<file path="config.mk">
export PLATFORM = sky130hd
export DESIGN_NAME = systolic_array_nxn
export DESIGN_NICKNAME = d
export VERILOG_FILES = /design/src/rtl/systolic_array_nxn.sv
export SDC_FILE = /design/constraint.sdc
export NUM_CORES = 2
export LEC_CHECK = 0
export BUFFER_PORTS_ARGS = -buffer_cell sky130_fd_sc_hd__buf_2
export CORE_MARGIN = 5
export CORE_UTILIZATION = 51
export DETAILED_ROUTE_END_ITERATION = 6
export MAX_ROUTING_LAYER = met4
export PLACE_DENSITY_LB_ADDON = 0.1
export SYNTH_ARGS = -nofsm -noshare
export SYNTH_HDL_FRONTEND = slang
export SYNTH_SLANG_ARGS = --single-unit
</file>
<file path="constraint.sdc">
create_clock -name clk -period 7.99 [get_ports clk]
set_clock_uncertainty 0.1 [all_clocks]
set_input_delay 1.598 -clock clk [delete_from_list [all_inputs] [get_ports clk]]
set_output_delay 1.598 -clock clk [all_outputs]
set_load 0.005 [all_outputs]
</file>
<file path="src/rtl/systolic_array_nxn.sv">
// systolic_array_nxn: output-stationary NxN unsigned matrix-multiply array.
// A streams right along rows, B streams down columns, each PE accumulates.
module systolic_array_nxn #(
  parameter int N  = 3,
  parameter int DW = 8,
  parameter int PW = 32
) (
  input  logic          clk,
  input  logic          rst,
  input  logic [DW-1:0] A_in [N],
  input  logic [DW-1:0] B_in [N],
  output logic [PW-1:0] C    [N][N]
);

  logic [DW-1:0] a_q [N][N];
  logic [DW-1:0] b_q [N][N];
  logic [PW-1:0] acc [N][N];

  for (genvar i = 0; i < N; i++) begin : g_row
    for (genvar j = 0; j < N; j++) begin : g_col
      logic [DW-1:0]   a_op;
      logic [DW-1:0]   b_op;
      logic [2*DW-1:0] prod;

      if (j == 0) begin : g_a_edge
        assign a_op = A_in[i];
      end else begin : g_a_int
        assign a_op = a_q[i][j-1];
      end

      if (i == 0) begin : g_b_edge
        assign b_op = B_in[j];
      end else begin : g_b_int
        assign b_op = b_q[i-1][j];
      end

      assign prod = (2*DW)'(a_op) * (2*DW)'(b_op);

      // shift operands onward and accumulate their product (wraps mod 2^PW)
      always_ff @(posedge clk or negedge rst) begin
        if (!rst) begin
          a_q[i][j] <= '0;
          b_q[i][j] <= '0;
          acc[i][j] <= '0;
        end else begin
          a_q[i][j] <= a_op;
          b_q[i][j] <= b_op;
          acc[i][j] <= acc[i][j] + PW'(prod);
        end
      end

      assign C[i][j] = acc[i][j];

      // operands leaving the far edges have no consumer
      if (j == N-1) begin : g_a_sink
        logic unused_a;
        assign unused_a = ^a_q[i][j];
      end
      if (i == N-1) begin : g_b_sink
        logic unused_b;
        assign unused_b = ^b_q[i][j];
      end
    end
  end

endmodule

</file>
==> metrics.txt <==
# TYPE chip_impl_metric gauge
chip_impl_metric{name="hold_violations_final",unit=""} 0
chip_impl_metric{name="rr_worst_depth",unit=""} 15
chip_impl_info{name="reg2reg_from",value="g_row[0].g_col[2].a_op[5]"} 1
chip_impl_info{name="cts.root.buffer_cell",value="clkbuf_16"} 1
chip_impl_metric{name="htree_num_levels",unit=""} 2
chip_impl_metric{name="synth-edff-count",unit=""} 0
chip_impl_metric{name="syn2layout_area_growth",unit="%"} 12.3
chip_impl_metric{name="average_wire_length_per_cell_after_detail_routing",unit="um"} 16.5
chip_impl_metric{name="num_io_pins",unit=""} 338
chip_impl_metric{name="drt_iter0_drc",unit=""} 1040
chip_impl_metric{name="syn-cell-area",unit="um2"} 36600
chip_impl_metric{name="avgViaCountPerCell",unit=""} 5.03
chip_impl_metric{name="highest_ir_drop_seen_on_vdd",unit="uV"} 482
chip_impl_metric{name="p_sw",unit="mW"} 9.07
chip_impl_metric{name="clock_path_buffers",unit=""} 3
chip_impl_metric{name="setup_violations",unit=""} 0
chip_impl_metric{name="swShare",unit=""} 0.474
chip_impl_metric{name="floorplan.die.width",unit="um"} 278
chip_impl_metric{name="wire_length_of_the_first_global_routing_pass",unit="mm"} 143
chip_impl_metric{name="synth_fp_nets",unit=""} 4646
chip_impl_info{name="status",value="completed"} 1
chip_impl_metric{name="gr-usage-all-layers",unit=""} 0.232
chip_impl_metric{name="num_rows",unit=""} 98
chip_impl_info{name="maxUsedRoutingLayer",value="met4"} 1
chip_impl_metric{name="achievable-frequency",unit="MHz"} 173
chip_impl_info{name="worstReg2RegEnd",value="C[218]"} 1
chip_impl_info{name="unrepaired_setup_endpoints_after_global_routing",value="no"} 1
chip_impl_metric{name="port_buffer_count",unit=""} 337
chip_impl_metric{name="synth_cell_type_count",unit=""} 76
chip_impl_metric{name="route.met3.wl",unit="mm"} 4.12
chip_impl_metric{name="min_period",unit="ns"} 5.78
chip_impl_metric{name="summed_negative_setup_slack_over_all_endpoints",unit="ns"} 0
chip_impl_metric{name="clk_latency",unit="ns"} 0.60
chip_impl_info{name="min-delay-start",value="C[159]"} 1
chip_impl_metric{name="post-cts-setup-buffer-count",unit=""} 0
chip_impl_metric{name="comb_power_share",unit=""} 0.711
chip_impl_metric{name="path_clk_slew",unit="ns"} 0.06
chip_impl_info{name="setup.worst_path.end_class",value="flip-flop"} 1
chip_impl_metric{name="hpwlAfterDp",unit="mm"} 68.2
chip_impl_metric{name="cts_resized",unit=""} 0
chip_impl_metric{name="core_area",unit="um2"} 71200
chip_impl_metric{name="routed-wl-met2",unit="mm"} 40.3
chip_impl_info{name="min_path_type",value="reg2reg"} 1
chip_impl_metric{name="drv_slew",unit=""} 0
chip_impl_metric{name="fin_util",unit=""} 0.576
chip_impl_metric{name="seq_area_frac_synth",unit=""} 0.263
chip_impl_metric{name="synth_area_per_cell",unit="um2"} 9.68
chip_impl_info{name="netlist_top_cells_area",value="dfrtp_1 (26%), fa_1 (25%), ha_1 (13%), inv_1 (9.2%), and2_1 (5.6%)"} 1
chip_impl_metric{name="floorplan_die_height",unit="um"} 278
chip_impl_info{name="library_cell_occupying_the_most_area_in_the_post_synthesis_netlist",value="dfrtp_1"} 1
chip_impl_metric{name="globalRouteOverflowTotal",unit=""} 0
chip_impl_metric{name="yosysWarningCount",unit=""} 0
chip_impl_metric{name="gpl_congestion",unit=""} 0.868
chip_impl_metric{name="drt-pass1-iter-count",unit=""} 5
chip_impl_metric{name="floorplan.die_area",unit="um2"} 77100
chip_impl_metric{name="routed-via-count",unit=""} 25818
chip_impl_metric{name="timing.slew.headroom",unit=""} 0.326
chip_impl_metric{name="grt_start_max_net_pins",unit=""} 138
chip_impl_metric{name="detail_route.wirelength.met1",unit="mm"} 38.0
chip_impl_metric{name="yosys_register_bits",unit=""} 384
chip_impl_metric{name="layout-drive-gt1-share",unit=""} 0.105
chip_impl_metric{name="drc",unit=""} 0
chip_impl_info{name="tritoncts_clock_tree",value="done"} 1
chip_impl_metric{name="synthDominantCellAreaShare",unit=""} 0.263
chip_impl_info{name="critPathLaunchType",value="primary input"} 1
chip_impl_metric{name="internal_reg_to_reg_setup_slack",unit="ns"} 2.80
chip_impl_metric{name="hold_path_depth",unit=""} 1
chip_impl_metric{name="critical_path_arrival",unit="ns"} 6.16
chip_impl_metric{name="cts_num_sinks",unit=""} 384
chip_impl_metric{name="floorplan.initialDensity",unit=""} 0.513
chip_impl_metric{name="clkPwrFrac",unit=""} 0.120
chip_impl_metric{name="critPathRequiredTime",unit="ns"} 8.36
chip_impl_info{name="hold_path_end",value="C[159]"} 1
chip_impl_metric{name="finalCritPeriodShare",unit=""} 0.724
chip_impl_metric{name="power_density",unit="nW/um2"} 466
chip_impl_metric{name="timing.critical_path.fanout_max",unit=""} 9
chip_impl_metric{name="async_reset_ff_frac",unit=""} 1.00
chip_impl_metric{name="drt_wl_total",unit="mm"} 84.7
chip_impl_metric{name="power.internal",unit="mW"} 10.1
chip_impl_metric{name="initial_antenna_violation_count",unit=""} 10
chip_impl_metric{name="final_nets",unit=""} 5005
chip_impl_metric{name="synthCells",unit=""} 3777
chip_impl_metric{name="drtAntennaViolNets",unit=""} 0
chip_impl_metric{name="seq_power_share",unit=""} 0.169
chip_impl_metric{name="grt_pass1_vias",unit=""} 27063
chip_impl_info{name="dominantRegCellSynth",value="dfrtp_1"} 1
chip_impl_metric{name="cts_made_buffers",unit=""} 49
chip_impl_info{name="crit_type",value="in2reg"} 1
chip_impl_metric{name="leakagePower",unit="nW"} 22.1
chip_impl_metric{name="timing_worst_slew_pin_value",unit="ns"} 1.01
chip_impl_metric{name="max_capacitance_violation_count",unit=""} 0
chip_impl_metric{name="cts.hold.buffers_added",unit=""} 0
-- final cells by class --
class / instances / area, um2
clock buffer: 74 / 1480
inverter: 895 / 3360
clock inverter: 14 / 186
fill: 6446 / 30200
tap: 950 / 1190
timing repair buffer: 341 / 1750
sequential: 384 / 9610
multi-input combinational: 2465 / 23500
antenna: 8 / 20.0
-- power groups by stage --
stage | registers (mW) | logic (mW) | clock network, mW
finish | 3.23 | 13.6 | 2.30
global route | 3.32 | 15.8 | 2.45
CTS | 3.25 | 13.8 | 2.38
detailed placement | 3.28 | 13.6 | 0
global placement | 3.28 | 13.5 | 0
floorplan | 3.14 | 10.5 | 0
-- worst max-delay path, cell delays in order --
cell       delay [ns]
buf_2            0.19
nand2_1          0.11
fa_1             0.53
fa_1             0.55
inv_1            0.05
fa_1             0.48
inv_1            0.05
fa_1             0.47
inv_1            0.04
ha_1             0.31
o21a_1           0.13
a21oi_1          0.12
or3_1            0.36
a31oi_1          0.77
o2111ai_1        0.21
xnor2_1          0.17
-- kinds of logic after synthesis --
| group | after synthesis | share of synthesized area |
|---|---|---|
| buf+inv | 928 | 0.0954 |
| flops | 384 | 0.263 |
| compound gates | 422 | 0.0781 |
| simple gates | 1015 | 0.141 |
| xor+xnor | 206 | 0.0494 |
| fa+ha+maj | 819 | 0.373 |
| mux | 3 | 0.000821 |
-- flip-flops by register name, summed over array words and instances, names as in the netlist --
name,count
g_row.g_col.b_op,48
C,288
g_row.g_col.a_op,48
-- placed cells by master (no fill, tap or decap), drive strengths merged, types with 10 or more instances in the layout --
cell    instances
o21ai          76
buf           341
a21oi         110
a211oi         23
nand2         358
dfrtp         384
ha            369
and3           33
nand3          53
xnor2         146
o21a           27
and2          326
a21boi         10
o21bai         15
fa            450
o311ai         12
xor2           60
clkbuf         74
nor2          104
nor4           19
nor2b          26
nand4          10
nor3           30
a31oi          22
a21o           45
inv           895
nand2b         16
o211ai         19
-- through the flow --
step / total power [mW] / hold WS [ns] / instance area (um2) / worst slack [ns] / instances
floorplan: 13.6 / 0.252 / 36600 / 2.18 / 3777
detailed placement: 16.9 / 0.353 / 39400 / 1.58 / 5035
CTS: 19.4 / 0.364 / 41000 / 2.21 / 5123
global route: 21.5 / 0.395 / 41100 / 1.90 / 5131
global placement: 16.8 / 0.351 / 39400 / 1.68 / 5035
finish: 19.1 / 0.361 / 41100 / 2.21 / 5131
-- cell usage after synthesis (4+ instances only) --
library cell,instances
nand2b_1,16
or3_1,8
o2111ai_1,4
clkbuf_1,30
and3_1,29
and4_1,7
a31oi_1,22
and2_1,326
nor4_1,19
a211o_1,7
a311o_1,6
o21ai_1,43
dfrtp_1,384
a21oi_1,109
and3_2,4
o21bai_1,15
nand3_1,53
ha_1,369
o211ai_1,19
nor3_1,30
a211oi_1,21
or4_1,5
nor3b_1,5
nand4_1,10
a21boi_1,7
o21ai_0,33
nor2b_1,26
nor2_1,104
a21o_1,45
xor2_1,60
nor4b_1,4
xnor2_1,146
fa_1,450
o311ai_1,11
o21a_1,27
nand3b_1,6
inv_1,894
nand2_1,358
a311oi_1,4
-- worst max-delay path by stage --
stage,to,slack [ns],depth (start not counted),start
2_1_floorplan,C[223],2.18,17,B_in[0]
3_3_place_gp,C[218],1.68,16,B_in[2]
3_5_place_dp,C[218],1.58,16,B_in[0]
4_1_cts,C[218],2.21,16,B_in[0]
5_1_grt,C[83],1.90,16,A_in[7]
6_report,C[218],2.21,16,B_in[2]
-- metal layers --
metal / GRT usage / up-vias
li1: - / 12502
met1: 0.304 / 12814
met2: 0.377 / 385
met3: 0.0442 / 117
met4: 0.0583 / 0
met5: - / -
(Power assumes the default switching activity.)
